### src/rtl/output_port_pkg.sv
// Shared fabric word layout (PATH_WIDTH, PATH_BITS, meta position) and the FIFO entry type.
// These defines act as the fabric's shared configuration and are guarded so they are defined once.
`ifndef FABRIC_CFG_DEFINES
`define FABRIC_CFG_DEFINES
`define PATH_WIDTH 10
`define PATH_BITS (`PATH_WIDTH - 1)
`define PATH_META_BIT 1
`endif

package output_port_pkg;
    localparam int PATH_W   = `PATH_WIDTH;
    localparam int DATA_W   = `PATH_BITS;
    localparam int META_POS = `PATH_META_BIT;

    typedef struct packed {
        logic [DATA_W-1:0] data;
        logic              meta;
    } entry_t;

    // Split a fabric word into its stored fields; the valid bit is handled by the caller.
    function automatic entry_t fn_unpack(input logic [PATH_W:0] w);
        entry_t e;
        e.data = w[PATH_W:2];
        e.meta = w[META_POS];
        return e;
    endfunction
endpackage

### src/rtl/credit_fifo.sv
// Circular-buffer storage for output_port: pointers wrap DEPTH-1 -> 0, count tracks occupancy.
// Writes on a full buffer are accepted only when a read frees a slot in the same cycle.
module credit_fifo
    import output_port_pkg::*;
#(
    parameter int DEPTH = 4
) (
    input  logic                   i_clk,
    input  logic                   i_rst,
    input  logic                   i_wr_en,
    input  entry_t                 i_wr_data,
    input  logic                   i_rd_en,
    output entry_t                 o_rd_data,
    output logic                   o_full,
    output logic                   o_empty,
    output logic [$clog2(DEPTH):0] o_count
);
    localparam int AW = (DEPTH > 1) ? $clog2(DEPTH) : 1;
    localparam int CW = $clog2(DEPTH) + 1;

    entry_t          r_mem [DEPTH];
    logic [AW-1:0]   r_wr_ptr;
    logic [AW-1:0]   r_rd_ptr;
    logic [CW-1:0]   r_count;
    logic            w_full;
    logic            w_empty;
    logic            w_wr;
    logic            w_rd;

    assign w_full  = (r_count == CW'(DEPTH));
    assign w_empty = (r_count == CW'(0));
    assign w_rd    = i_rd_en && !w_empty;
    assign w_wr    = i_wr_en && (!w_full || w_rd);

    // Storage array; contents need no reset because the head is only visible via count.
    always_ff @(posedge i_clk) begin
        if (w_wr && !i_rst) begin
            r_mem[r_wr_ptr] <= i_wr_data;
        end
    end

    // Pointer and occupancy bookkeeping.
    always_ff @(posedge i_clk) begin
        if (i_rst) begin
            r_wr_ptr <= AW'(0);
            r_rd_ptr <= AW'(0);
            r_count  <= CW'(0);
        end else begin
            if (w_wr) begin
                r_wr_ptr <= (r_wr_ptr == AW'(DEPTH - 1)) ? AW'(0) : r_wr_ptr + AW'(1);
            end
            if (w_rd) begin
                r_rd_ptr <= (r_rd_ptr == AW'(DEPTH - 1)) ? AW'(0) : r_rd_ptr + AW'(1);
            end
            case ({w_wr, w_rd})
                2'b10:   r_count <= r_count + CW'(1);
                2'b01:   r_count <= r_count - CW'(1);
                default: r_count <= r_count;
            endcase
        end
    end

    assign o_rd_data = r_mem[r_rd_ptr];
    assign o_full    = w_full;
    assign o_empty   = w_empty;
    assign o_count   = r_count;
endmodule

### src/rtl/output_port.sv
// Fabric output port: credit FIFO plus registered credit return and sticky overflow flag.
// Optional OUTPUT_PORT_STATS_EN adds a 16-bit dequeued-word counter on port word_count.
module output_port
    import output_port_pkg::*;
#(
    parameter int DEPTH = 4,
    parameter int ID    = 0
) (
    input  logic                    clk,
    input  logic                    rst,
    input  logic [`PATH_WIDTH:0]    d_in,
    output logic                    c_out,
    output logic [`PATH_WIDTH-2:0]  out_data,
    output logic                    out_meta,
    output logic                    out_valid,
    input  logic                    out_ready,
    output logic                    err_ovf,
    output logic [$clog2(DEPTH):0]  occupancy
`ifdef OUTPUT_PORT_STATS_EN
    ,
    output logic [15:0]             word_count
`endif
);
    localparam int UNUSED_PORT_ID = ID;

    entry_t w_head;
    logic   w_full;
    logic   w_empty;
    logic   w_deq;
    logic   w_ovf;
    logic   r_c_out;
    logic   r_err_ovf;

    assign w_deq = !w_empty && out_ready;
    assign w_ovf = d_in[0] && w_full && !w_deq;

    credit_fifo #(.DEPTH(DEPTH)) u_fifo (
        .i_clk     (clk),
        .i_rst     (rst),
        .i_wr_en   (d_in[0]),
        .i_wr_data (fn_unpack(d_in)),
        .i_rd_en   (out_ready),
        .o_rd_data (w_head),
        .o_full    (w_full),
        .o_empty   (w_empty),
        .o_count   (occupancy)
    );

    // Credit pulse one cycle after each dequeue; overflow flag sticks until reset.
    always_ff @(posedge clk) begin
        if (rst) begin
            r_c_out   <= 1'b0;
            r_err_ovf <= 1'b0;
        end else begin
            r_c_out   <= w_deq;
            r_err_ovf <= r_err_ovf || w_ovf;
        end
    end

    // Head fields are forced to zero while the FIFO is empty.
    always_comb begin
        out_data = '0;
        out_meta = 1'b0;
        if (!w_empty) begin
            out_data = w_head.data;
            out_meta = w_head.meta;
        end else begin
            out_data = '0;
            out_meta = 1'b0;
        end
    end

`ifdef OUTPUT_PORT_STATS_EN
    logic [15:0] r_word_count;

    // Dequeued-word counter, wraps naturally at 16 bits.
    always_ff @(posedge clk) begin
        if (rst) begin
            r_word_count <= 16'h0000;
        end else if (w_deq) begin
            r_word_count <= r_word_count + 16'h0001;
        end else begin
            r_word_count <= r_word_count;
        end
    end

    assign word_count = r_word_count;
`endif

    assign out_valid = !w_empty;
    assign c_out     = r_c_out;
    assign err_ovf   = r_err_ovf;
endmodule

### config.mk
export PLATFORM = sky130hd
export DESIGN_NAME = output_port
export DESIGN_NICKNAME = d
export VERILOG_FILES = /design/src/rtl/output_port_pkg.sv /design/src/rtl/credit_fifo.sv /design/src/rtl/output_port.sv
export SDC_FILE = /design/constraint.sdc
export NUM_CORES = 1
export LEC_CHECK = 0
export ABC_AREA = 1
export CAP_MARGIN = 20
export CORE_AREA = 2 2 89 70
export CTS_BUF_LIST = sky130_fd_sc_hd__clkbuf_2
export DETAILED_ROUTE_END_ITERATION = 12
export DIE_AREA = 0 0 91 72
export PLACE_DENSITY = 0.56
export SETUP_SLACK_MARGIN = 0.1
export SYNTH_ARGS = -nofsm -noshare
export SYNTH_HDL_FRONTEND = slang
export SYNTH_SLANG_ARGS = --single-unit
### constraint.sdc
create_clock -name clk -period 2 [get_ports clk]
set_input_delay 0.4 -clock clk [delete_from_list [all_inputs] [get_ports clk]]
set_output_delay 0.4 -clock clk [all_outputs]
set_load 0.05 [all_outputs]
==> results.sh <==
export IMPL_status="finished, final reports clean"
export IMPL_cap_violations=0
export IMPL_switching_share_pct=42.6
export IMPL_first_pass_iters=4
export IMPL_ys_seq_area_share_pct=66.0
export IMPL_ys_types=21
export IMPL_cts_buffers=5
export IMPL_start_util_pct=38.1
export IMPL_totalPowerFinal_mw=3.87
export IMPL_grt_pass1_wl_um=6730
export IMPL_skew_ns=0.0219
export IMPL_cts_buffer_depth=2
export IMPL_cp_max_fo=5
export IMPL_final_nets=277
export IMPL_core_area_um2=5650
export IMPL_cp_required_ns=1.60
export IMPL_finalHoldViolCount=0
export IMPL_routed_wl_um=4150
export IMPL_postRouteAntennaNets=0
export IMPL_std_cell_rows=24
export IMPL_path_clk_slew_ns=0.27
export IMPL_leakagePower_nw=1.18
export IMPL_drive_above_1_share_pct=26.1
export IMPL_top_layer_used="met4"
export IMPL_tightestPinTransition_ns=0.492
export IMPL_drc=0
export IMPL_place_congestion=0.740
export IMPL_grt_max_degree=21
export IMPL_syn_area_um2=2150
export IMPL_r2r_start="u_fifo.o_count[2]"
export IMPL_max_freq_mhz=506
export IMPL_clock_sinks=51
export IMPL_dpl_hpwl_um=2870
export IMPL_hold_class="reg -> reg"
export IMPL_synth_top_area_share_pct=55.8
export IMPL_dpl_worst_slack_ns=-0.252
export IMPL_wl_per_cell_um=12.4
export IMPL_wl_met3_um=117
export IMPL_hold_ws_ns=0.485
export IMPL_synth_seq_cells=51
export IMPL_synth_cells=206
export IMPL_grt_overflow_total=0
export IMPL_cp_arrival_ns=1.58
export IMPL_ctsHoldBuffers=0
export IMPL_slew_violations=0
export IMPL_rsz0062_at_grt="yes"
export IMPL_num_io_pins=30
export IMPL_drtIter0Drc=62
export IMPL_crit_type="reg -> out"
export IMPL_relSlewSlack_pct=67.3
export IMPL_p_seq_share_pct=34.2
export IMPL_p_sw_mw=1.65
export IMPL_n_antenna_cell=0
export IMPL_finalCriticalPeriod_ns=1.98
export IMPL_cp_start_kind="flop"
export IMPL_dieArea_um2=6550
export IMPL_synth_avg_cell_area_um2=10.5
export IMPL_antenna_found_initial=0
export IMPL_die_h_um=72
export IMPL_wl_met1_um=2160
export IMPL_routed_via_count=1457
export IMPL_cts_root_buffer="clkbuf_2"
export IMPL_min_from="err_ovf"
export IMPL_synth_area_top_cells="edfxtp_1, dfxtp_1, nand2_1"
export IMPL_cp_end_kind="output port"
export IMPL_ir_drop_mv=0.677
export IMPL_combPwrFrac_pct=51.8
export IMPL_dr_wl_met2_um=1850
export IMPL_port_buffers=29
export IMPL_die_w_um=91
export IMPL_syn_nets=227
export IMPL_synth_largest_area_cell="edfxtp_1"
export IMPL_placed_cells=324
export IMPL_p_per_area_nw_per_um2=1340
export IMPL_area_growth_pct=34.3
export IMPL_fill_cells=535
export IMPL_htreeDepth=2
export IMPL_grt_pass1_vias=1407
export IMPL_cts_tree="built"
export IMPL_via_per_inst=4.35
export IMPL_finalCritPeriodShare_pct=98.9
export IMPL_insertion_delay_ns=0.42
export IMPL_fin_cells=335
export IMPL_synth_warnings=0
export IMPL_setup_violations=0
export IMPL_p_int_mw=2.22
export IMPL_grt_total_usage_pct=13.2
export IMPL_clockPowerShare_pct=14.0
export IMPL_worst_slack_ns=0.0227
-- timing repair --
item | CTS | global route
pin swaps | 9 | 10
setup endpoints to repair | 15 | 12
gates cloned | 1 | 1
gates resized for setup | 38 | 3
buffers inserted | 0 | 1
-- final cells by class --
cell class                      instances  area, um2  area share [%]
Tap cell                               78       97.6            3.37
Multi-Input combinational cell        130        684            23.7
Inverter                               19       81.3            2.81
Timing Repair Buffer                   49        523            18.1
Clock inverter                          3       45.0            1.56
Sequential cell                        51       1440            49.7
Clock buffer                            5       25.0           0.865
-- cell usage in the layout, fill, tap and decap left out, drive strengths merged, types with 5 or more instances in the layout --
cell,instances
ha,6
nor2,33
dfxtp,11
nand2,53
edfxtp,40
dlygate4sd2,5
clkdlybuf4s50,13
o21ai,12
inv,21
nand3,6
a21oi,17
clkbuf,6
buf,30
-- path summary, 6_finish.rpt --
path,slack (ns),cells after the start,to
max,0.02,7,out_data[6]
min,0.48,2,err_ovf
max reg2reg,0.20,13,u_fifo.o_count[2]
min reg2reg,0.48,2,err_ovf
-- synthesized netlist by cell type --
cell,count
nand3_2,1
nand2_1,51
dfxtp_1,11
nor2_2,1
o21ai_0,9
nor2_1,32
buf_6,1
inv_2,1
nand3_1,5
o21ai_1,3
buf_4,2
fa_1,1
a21oi_1,17
inv_1,18
buf_2,2
edfxtp_1,40
or2_2,1
nand2_2,2
clkbuf_2,1
nand3b_1,1
ha_1,6
-- worst max-delay path, cell delays in order (launching register included) --
cell     delay [ns]
dfxtp_4        0.45
inv_6          0.09
buf_6          0.12
nand2_1        0.05
nand2_1        0.05
nand2_1        0.06
a21oi_2        0.16
buf_6          0.17
-- state kept, by name, summed over array words and instances, names as in the netlist, named ones only --
register         cells
err_ovf              1
c_out                1
u_fifo.r_wr_ptr      2
u_fifo.r_rd_ptr      2
u_fifo.o_count       3
u_fifo.r_mem        40
-- through the flow --
step	util, %	TNS [ns]	instance area (um2)
6_report	51.2	0	2890
5_1_grt	51.2	-0.934	2890
4_1_cts	50.3	-0.0367	2840
3_5_place_dp	47.7	-0.324	2690
3_3_place_gp	47.7	-0.186	2690
2_1_floorplan	-	0	2210
-- power by group through the flow --
stage / clock network (mW) / registers, mW / logic (mW)
global route: 0.607 / 1.34 / 2.17
global placement: 0 / 1.32 / 1.83
CTS: 0.567 / 1.31 / 1.97
floorplan: 0 / 1.42 / 1.14
finish: 0.541 / 1.32 / 2.01
detailed placement: 0 / 1.32 / 1.84
-- layer usage --
metal / GRT usage, % / vias to the layer above
li1: - / 777
met1: 18.0 / 661
met2: 21.1 / 17
met3: 3.22 / 2
met4: 3.87 / 0
met5: 0 / -
-- cell families after synthesis --
group	share of synthesized area, %
and+or+nand+nor	17.6
DFF	66.0
AOI/OAI and AO/OA	6.74
buffers and inverters	5.23
adders and majority gates	4.42
(Power assumes the default switching activity.)
